==> src/rtl/md_issue_ctrl.sv <==
// Issue controller between EX and the HI/LO multiply-divide unit: decodes MD ops,
// pulses start/write controls and self-times each multiply/divide. Optional macro: MD_DIV0_SKIP_EN.
module md_issue_ctrl #(
  parameter int MULT_LAT = 5,
  parameter int DIV_LAT  = 10,
  parameter int DW       = 32
) (
  input  logic          clk,
  input  logic          reset,
  input  logic          req_valid,
  input  logic [3:0]    req_op,
  input  logic [DW-1:0] rs_val,
  input  logic [DW-1:0] rt_val,
  input  logic          flush,
  output logic          stall,
  output logic          md_start,
  output logic          md_op,
  output logic          md_sign,
  output logic          md_we,
  output logic          md_write_sel,
  output logic [DW-1:0] md_a,
  output logic [DW-1:0] md_b,
  output logic [1:0]    mf_sel,
  output logic          busy_dbg
);

  typedef enum logic [1:0] {
    IDLE  = 2'd0,
    ISSUE = 2'd1,
    BUSY  = 2'd2
  } state_t;

  localparam logic [3:0] OP_MULT  = 4'd1;
  localparam logic [3:0] OP_MULTU = 4'd2;
  localparam logic [3:0] OP_DIV   = 4'd3;
  localparam logic [3:0] OP_DIVU  = 4'd4;
  localparam logic [3:0] OP_MTHI  = 4'd5;
  localparam logic [3:0] OP_MTLO  = 4'd6;
  localparam logic [3:0] OP_MFHI  = 4'd7;
  localparam logic [3:0] OP_MFLO  = 4'd8;

  state_t          state_q, state_d;
  logic [3:0]      cnt_q, cnt_d;
  logic            md_start_q, md_start_d;
  logic            md_op_q, md_op_d;
  logic            md_sign_q, md_sign_d;
  logic            md_we_q, md_we_d;
  logic            md_write_sel_q, md_write_sel_d;
  logic [DW-1:0]   md_a_q, md_a_d;
  logic [DW-1:0]   md_b_q, md_b_d;

  logic is_start, is_write, is_read, is_md, is_div;
  logic accept, start_acc, write_acc, div0_skip;

  assign is_start = (req_op >= OP_MULT) && (req_op <= OP_DIVU);
  assign is_write = (req_op == OP_MTHI) || (req_op == OP_MTLO);
  assign is_read  = (req_op == OP_MFHI) || (req_op == OP_MFLO);
  assign is_md    = is_start | is_write | is_read;
  assign is_div   = (req_op == OP_DIV) || (req_op == OP_DIVU);

  assign stall  = req_valid & is_md & (state_q != IDLE);
  assign accept = req_valid & ~stall & ~flush & (is_start | is_write);

`ifdef MD_DIV0_SKIP_EN
  // A zero divisor is swallowed: HI/LO stay as they are and nothing is timed.
  assign div0_skip = is_div & (rt_val == '0);
`else
  assign div0_skip = 1'b0;
`endif

  assign start_acc = accept & is_start & ~div0_skip;
  assign write_acc = accept & is_write;

  always_ff @(posedge clk or negedge reset) begin
    if (!reset) begin
      state_q        <= IDLE;
      cnt_q          <= '0;
      md_start_q     <= 1'b0;
      md_op_q        <= 1'b0;
      md_sign_q      <= 1'b0;
      md_we_q        <= 1'b0;
      md_write_sel_q <= 1'b0;
      md_a_q         <= '0;
      md_b_q         <= '0;
    end else begin
      state_q        <= state_d;
      cnt_q          <= cnt_d;
      md_start_q     <= md_start_d;
      md_op_q        <= md_op_d;
      md_sign_q      <= md_sign_d;
      md_we_q        <= md_we_d;
      md_write_sel_q <= md_write_sel_d;
      md_a_q         <= md_a_d;
      md_b_q         <= md_b_d;
    end
  end

  // ISSUE holds the count; BUSY then runs LAT cycles, giving LAT+1 stall cycles in total.
  always_comb begin
    state_d = state_q;
    cnt_d   = cnt_q;
    unique case (state_q)
      IDLE: begin
        if (start_acc) begin
          state_d = ISSUE;
          cnt_d   = is_div ? 4'(DIV_LAT) : 4'(MULT_LAT);
        end
      end
      ISSUE: state_d = BUSY;
      BUSY: begin
        cnt_d = cnt_q - 4'd1;
        if (cnt_q == 4'd1) begin
          state_d = IDLE;
        end
      end
      default: begin
        state_d = IDLE;
        cnt_d   = '0;
      end
    endcase
  end

  always_comb begin
    md_start_d     = start_acc;
    md_we_d        = write_acc;
    md_op_d        = md_op_q;
    md_sign_d      = md_sign_q;
    md_write_sel_d = md_write_sel_q;
    md_a_d         = md_a_q;
    md_b_d         = md_b_q;
    if (start_acc) begin
      md_op_d   = is_div;
      md_sign_d = (req_op == OP_MULT) || (req_op == OP_DIV);
      md_a_d    = rs_val;
      md_b_d    = rt_val;
    end
    if (write_acc) begin
      md_write_sel_d = (req_op == OP_MTLO);
      md_a_d         = rs_val;
    end
  end

  always_comb begin
    mf_sel = 2'b00;
    if (req_valid && !stall) begin
      if (req_op == OP_MFHI) begin
        mf_sel = 2'b01;
      end else if (req_op == OP_MFLO) begin
        mf_sel = 2'b10;
      end
    end
  end

  assign md_start     = md_start_q;
  assign md_op        = md_op_q;
  assign md_sign      = md_sign_q;
  assign md_we        = md_we_q;
  assign md_write_sel = md_write_sel_q;
  assign md_a         = md_a_q;
  assign md_b         = md_b_q;
  assign busy_dbg     = (state_q != IDLE);

`ifndef SYNTHESIS
  always @(posedge clk) begin
    lat_legal_a: assert (MULT_LAT >= 1 && MULT_LAT <= 15 && DIV_LAT >= 1 && DIV_LAT <= 15)
      else $error("md_issue_ctrl: latency parameter outside 1..15");
  end
`endif

endmodule

==> config.mk <==
export PLATFORM = sky130hd
export DESIGN_NAME = md_issue_ctrl
export DESIGN_NICKNAME = d
export VERILOG_FILES = /design/src/rtl/md_issue_ctrl.sv
export SDC_FILE = /design/constraint.sdc
export NUM_CORES = 1
export LEC_CHECK = 0
export CORE_MARGIN = 3
export CORE_UTILIZATION = 42
export CTS_CLUSTER_SIZE = 25
export DETAILED_ROUTE_END_ITERATION = 7
export PLACE_DENSITY = 0.81
export SLEW_MARGIN = 20
export SYNTH_ARGS = -nofsm -noshare
export SYNTH_HDL_FRONTEND = slang
export SYNTH_SLANG_ARGS = --single-unit
==> constraint.sdc <==
create_clock -name clk -period 2.3 [get_ports clk]
set_input_delay 0.345 -clock clk [delete_from_list [all_inputs] [get_ports clk]]
set_output_delay 0.345 -clock clk [all_outputs]
set_load 0.01 [all_outputs]
# Yosys cells after proc, flatten, opt, wreduce, memory -nomap -nowiden
# Cells that the tools add are included.
# word_totals
regBits,75
latch_bits,0
ram_bits,0
romBits,0
inputBits,72
out_inout_bits,73
n_memories,0
# classes
addsub,1
mul,0
div_mod_pow,0
order_cmp,2
eq_ne,12
n_shift,0
muxes,11
bitwise,12
n_reduce_logical,12
# op_table
operator,n
$mux 32,2
$eq 4x3->1 const B,4
$pmux 4 s3,1
$mux 2,5
$eq 4x1->1 const B,2
$mux 4,2
$and 1x1->1,7
$pmux 2 s3,1
$eq 4x2->1 const B,1
$eq 4x4->1 const B,1
$ge 4x1->1 const B,1
$le 4x3->1 const B,1
$logic_or 1x1->1,4
$ne 2x2->1 const B,2
$reduce_and 2->1,2
$reduce_bool 2->1,2
$sub 4x1->4 const B,1
$not 1->1,3
$eq 2x1->1 const B,1
$eq 2x2->1 const B,1
$logic_and 1x1->1,2
$logic_not 2->1,1
$or 1x1->1,2
$logic_not 1->1,1

# Logic depth before layout (Yosys ltp)
# depth
depth_word,13
depth_mapped,6
mapped_depth_nobuf,4

# Worst setup path after synthesis
# Ideal clock, no wire load.
# synth_timing
kind,register to register
from,register state_q[1]
to,"register md_a_q[0], in the netlist md_a[0]"
setup_ns,0.125
arrival_time_ns,1.940
setup_slack_ns,0.235
path_stages_with_launch,6
path_cell_list,dfrtp_1 -> or4b_4 -> buf_6 -> nor4b_4 -> buf_6 -> mux2_4
# synth_between
elab_chain_cells,8
word_cells_on_any_way,10
cone_classes,mux: 1; bitwise: 7; reduce/logical: 2
# synth_lines
item,line,rtl
start: declaration,42,"state_t state_q, state_d;"
start signal: assignment,86,state_q <= state_d;
$reduce_bool 2->1 *,61,assign stall = req_valid & is_md & (state_q != IDLE);
$and 1x1->1 *,61,
$not 1->1 *,62,assign accept = req_valid & ~stall & ~flush & (is_start | is_write);
$and 1x1->1 * (3 in a row),62,
"$and 1x1->1, on equally long branches","72, 71",
$mux 32 / $reduce_bool 2->1 (equally long branches),n/a,
end signal: assignment,93,md_a_q <= md_a_d;
end: declaration,49,"logic [DW-1:0] md_a_q, md_a_d;"
# Every way passes the cells marked *; elsewhere a longest branch is shown, timed or not.
# A chain may end at the register's enable or synchronous reset.

# Worst setup path in the final report
# layout_timing
from,input req_op[0]
to,output mf_sel[1]
# layout_between
elab_chain_cells,9
word_cells_on_any_way,18
cone_classes,order compare: 2; eq/ne: 4; mux: 3; bitwise: 4; reduce/logical: 5
# layout_lines
item,line,rtl
start: declaration,11,"input logic [3:0] req_op,"
$ge 4x1->1 (tied with other cells),55,assign is_start = (req_op >= OP_MULT) && (req_op <= OP_DIVU);
$logic_and 1x1->1 / $logic_or 1x1->1 (equally long branches),"55, 56",
$or 1x1->1 (2 in a row),58,assign is_md = is_start | is_write | is_read;
$and 1x1->1 (2 in a row),61,
$logic_not 1->1,145,if (req_valid && !stall) begin
$logic_and 1x1->1,145,
$mux 2 *,145,
end: declaration,23,"output logic [1:0] mf_sel,"
# Marks and branches as above.

==> run metrics <==
status finished clean; ratio of cells with drive above 1 in the final layout 24.2%; largest family of logic cells by synthesized area multiplexers; compound-gate portion of the synthesized area 2.91%; f_max 459 MHz; clk slew on worst S/H paths 70 ps; Die W 93.7 um; post-route ant nets 0; critical path fanouts, max 3; Post-Synthesis Cells 200; fillcell total 553; antenna violations before repair 0; Post-Synth Simple-Gate Area 6.55%; MaxCap Viol Count 0; Post-synth top flop dfrtp_1; # nets final 432; sequential share of the synthesized area 58.1%; final worst path period share 94.7%; area of the multi-input gates 0.00122 mm2; leading cell types in the layout, fill and taps excluded clkdlybuf4s50_1, dfrtp_1, mux2_4; area leader, netlist dfrtp_1; crit path DAT 1830 ps; drt initial violations 25; vias per cell 4.80; Final Hold Fails 0; DRC violations left 0; Final WS setup 121 ps; die area 0.00877 mm2; Boundary Pins 145; worst slew pin tran 904 ps; Startpoint Class input pin; overall routing resource usage 16.9%; crit end category output pin; P_leak 2.19 nW; Pwr Density 1170 mW/mm2; via count 2,216; Congestion Overflow GR 0; worst vdd ir 0.591 mV; Routability Congestion 0.736; Post-Synth Adder-Cell Area 0.775%; post-synth cell types 37; CP required 1960 ps; RSZ-0062 raised after global routing no; yosys warns 0; hold slack final 134 ps; CTS tree done; post-route insts no fill 462; post-synthesis mux area share 26.2%; CTS buffer count 9; pin count of the biggest net entering global routing 76; Post-Synth XOR/XNOR Area 1.09%; Setup Viol. Count Final 0; slew margin rel. 39.7%; hpwl dp 5490 um; post-synth top area share 58.1%; Hold Path Class in -> async; setup TNS 0 ps; Ant. Diodes 0; Skew-Pair Late Insertion Delay 340 ps; first-pass GRT wire length 11,600 um; post-layout minimum cycle time 2180 ps; design area 0.00502 mm2; CTS H-tree lvls 3; dpl ws -172 ps; synth-to-layout area growth 55.5%; syn avg cell area 16.1 um2; Post-synth EDFFs 0; drt pass-1 iters 4; Initial Util 43.8%; commonest non-fill, non-tap cell in the layout clkdlybuf4s50_1; register area 0.00188 mm2; Clock Sink Count 75; vias in the first global route 2,412; CTS Buffer Depth 2; Final Max Slew Viols 0; clk_skew 5.79 ps; FF-to-FF path depth 4; CTS root buf clkbuf_8; Site Rows 31; die outline height 93.7 um; crit path kind in -> out; Placed Cells 446; Port Buffers 144; Post-DP Area 0.00479 mm2; Synth area leaders dfrtp_1, mux2_4, mux2_2; core area 0.00737 mm2; Cell Area, Synth 0.00323 mm2; total wire length 7400 um; Synth Register Bits 75; Post-Syn Nets 274; DR WL/cell 16.0 um; post-synthesis async set-or-reset flop share 100%
## area by class of cell
class	count	area share [%]
clock inverters	3	1.37
multi-input cells	109	24.2
repair buffers	158	31.0
clock buffers	13	3.16
flip-flops and latches	75	37.4
inverters	5	0.374
well taps	99	2.47
## metrics by stage
stage	power (mW)	utilization, %
floorplan	3.28	-
CTS	5.93	68.0
detailed placement	4.76	64.9
global route	6.18	68.1
finish	5.86	68.1
global placement	4.67	64.9
## state kept, by name, indices dropped and copies added (netlist names)
| name | flops |
|---|---|
| md_sign | 1 |
| md_b | 32 |
| md_op | 1 |
| md_start | 1 |
| md_a | 32 |
| md_we | 1 |
| cnt_q | 4 |
| md_write_sel | 1 |
| state_q | 2 |
## power by group
group          leakage [nW]  total, mW  internal, mW  switching, mW
sequential            0.911       2.23          1.89          0.342
clock                 0.114       1.15         0.676          0.470
combinational          1.16       2.49          1.64          0.848
total                  2.19       5.86          4.20           1.66
## what timing repair did
action,in CTS,in global routing
resized for setup,1,2
buffers inserted,0,0
setup endpoints to repair,1,2
hold buffers,0,0
pin swaps,0,1
## synthesized netlist by cell type, types with 2 or more instances
cell type	n
dfrtp_1	75
nor2_1	5
o221ai_1	3
mux2_4	30
inv_1	5
ha_1	2
nand3_1	2
nand2_1	3
buf_6	8
xnor2_1	3
o21ai_0	2
nor4b_4	2
mux2_2	20
nor4b_1	3
mux2_1	15
## layer usage
metal  global-route usage, %  wire length [um]  up-vias
met3                    4.97               558        8
met2                    28.8              3720       94
met4                    6.74                85        0
met5                       0                 0        -
met1                    20.2              3030     1089
li1                        -                 -     1025
## critical path: stages
cell             delay [ps]
clkdlybuf4s50_1         470
nor3_4                  250
and4_2                  240
clkdlybuf4s50_1         530
## final timing paths
check                      slack [ps]        end        from
setup reg to reg                  220   md_a[25]  state_q[0]
max in group asynchronous        1570   md_a[29]       reset
min in group clk                  490   md_b[27]    md_b[27]
hold / removal                    130      md_we       reset
setup / recovery                  120  mf_sel[1]   req_op[0]
hold reg to reg                   490   md_b[27]    md_b[27]
## logic make-up after synthesis
| kind of cell | Yosys count |
|---|---|
| flops | 75 |
| mux | 65 |
| simple gates | 26 |
| buf+inv | 16 |
| compound gates | 12 |
| xor+xnor | 4 |
| fa+ha+maj | 2 |
(Power assumes the default switching activity.)
==> patch: new RTL, same flow settings <==
Build with the macro `MD_DIV0_SKIP_EN` defined.
--- a/src/rtl/md_issue_ctrl.sv
+++ b/src/rtl/md_issue_ctrl.sv
@@ -1,5 +1,7 @@
 // Issue controller between EX and the HI/LO multiply-divide unit: decodes MD ops,
 // pulses start/write controls and self-times each multiply/divide. Optional macro: MD_DIV0_SKIP_EN.
+`define MD_DIV0_SKIP_EN
+
 module md_issue_ctrl #(
   parameter int MULT_LAT = 5,
   parameter int DIV_LAT  = 10,
Function: changed (a bounded check fails within 4 cycles, from zero or initial values and one cycle with reset low).
==> patch against the original RTL <==
Routed wire length is 19% higher. Total power down 3.6%. Sequential cell count unchanged. Combinational power fell by 7%. Critical path depth up 5. Synthesized area grew 1.9%. Worst setup slack got worse by 0.069 ns. Cell area increased by 8.4%. First-iteration DRC count rose by 60%. Critical path type is now primary input to flop. Largest cell class unchanged. Highest routed layer unchanged.
==> patch: results (changes against the original RTL) <==
status = finished clean (unchanged)
Post-DP Area = 5090 um^2 (was 4790 um^2)
DRT Wirelength = 8820 um (was 7400 um)
layout cells sized above 1 = 31.4% (was 24.2%)
# nets final = 481 (was 432)
vias in the first global route = 2796 (was 2412)
Worst-Margin Slew = 0.644 ns (was 0.904 ns)
pin count of the biggest net entering global routing = 40 (was 76)
Critical Path AT = 2.47 ns (was 1.83 ns)
hpwl dp = 6650 um (was 5490 um)
TritonCTS Buffers = 9 (unchanged)
Via density = 4.95 (was 4.80)
sequential cell area fraction in the yosys report = 57.0% (was 58.1%)
Syn Nets = 294 (was 274)
max cap viols = 0 (unchanged)
Yosys cell types = 41 (was 37)
number of fill cells = 474 (was 553)
commonest cells in the netlist = dfrtp_1 (75), mux2_2 (35), mux2_4 (28), nor4_1 (9), inv_1 (7) (was dfrtp_1 (75), mux2_4 (30), mux2_2 (20), mux2_1 (15), buf_6 (8))
Synth Area in XOR/XNOR = 1.06% (was 1.09%)
post-synthesis adder-cell area fraction = 0.760% (was 0.775%)
first-pass GRT wire length = 13700 um (was 11600 um)
DR iter-0 viols = 40 (was 25)
Min-Delay Path Class = primary input to flop (was primary input to async pin)
clock tree buffer depth = 2 (unchanged)
clock skew = 0.00783 ns (was 0.00579 ns)
Buffers on Ports = 144 (unchanged)
worst vdd ir = 0.000536 V (was 0.000591 V)
Pleak = 2.47 nW (was 2.19 nW)
largest cells by area after synthesis = dfrtp_1 (57%), mux2_4 (13%), mux2_2 (12%) (was dfrtp_1 (58%), mux2_4 (14%), mux2_2 (7.0%))
routability-driven placement congestion ratio = 0.764 (was 0.736)
post-synthesis compound-gate area fraction = 4.37% (was 2.91%)
multiplexer share of the synthesized area = 25.4% (was 26.2%)
worst-path maximum fanout = 8 (was 3)
gr usage total = 20.0% (was 16.9%)
htree depth = 3 (unchanged)
[patch: cell families (layout without fill, tap and decap cells)]
logic type,Yosys count,count (layout)
adder cells (fa/ha/maj),2,2
flip-flops,75,75
XOR/XNOR,4,4
AO/OA/AOI/OAI,17,17
buffers and inverters,16,207
AND/OR/NAND/NOR,41,41
multiplexers,65,65
[patch: layer usage]
layer	up-vias	wire length (um)	GRT usage, %
met5	-	0	0
met3	10	842	7.81
met1	1227	3340	21.5
li1	1183	-	-
met2	105	4530	36.3
met4	0	119	6.01
[patch: repair_timing]
action / CTS / global route
setup endpoints to repair: 43 / 64
buffers inserted: 1 / 2
cloned: 0 / 2
pin swaps: 1 / 6
endpoints found under the hold margin: 36 / 0
resized for setup: 7 / 5
hold buffers: 1 / 0
[patch: final cells by class]
cell class | count | area [um^2] | share of cell area (%)
clock buffers | 9 | 124 | 2.28
clock inverters | 6 | 113 | 2.07
inverters | 7 | 26.3 | 0.483
multi-input cells | 129 | 1360 | 25.0
flip-flops and latches | 75 | 1880 | 34.5
well taps | 99 | 124 | 2.28
repair buffers | 185 | 1820 | 33.4
[patch: report_power, final]
| group | switching [W] | internal (W) | total, W |
|---|---|---|---|
| clock | 0.000487 | 0.000719 | 0.00121 |
| combinational | 0.000798 | 0.00152 | 0.00231 |
| sequential | 0.000300 | 0.00183 | 0.00213 |
| total | 0.00159 | 0.00407 | 0.00565 |
[patch: per-stage QoR]
step / setup slack, ns / cells
detailed placement: -0.409 / 489
global placement: -0.382 / 489
finish: 0.0523 / 510
CTS: 0.0300 / 506
floorplan: 0.202 / 220
global route: -0.00742 / 510
[patch: worst paths after layout]
check	start	end	slack (ns)	depth (start not counted)
worst max-delay path	rt_val[5]	md_a[10]	0.05	9
worst min-delay path	rt_val[30]	md_b[30]	0.35	2
min in group asynchronous	reset	md_a[25]	0.52	2
max in group asynchronous	reset	md_b[6]	1.20	3
worst max register to register	state_q[0]	md_a[24]	0.23	6
worst min register to register	md_a[14]	md_a[14]	0.51	1
[patch: worst max-delay path: stages]
cell             delay (ns)
clkdlybuf4s50_1        0.43
nor4_1                 0.34
buf_4                  0.17
nand4_1                0.09
buf_4                  0.16
o311ai_4               0.26
buf_4                  0.18
clkbuf_16              0.15
mux2_2                 0.33
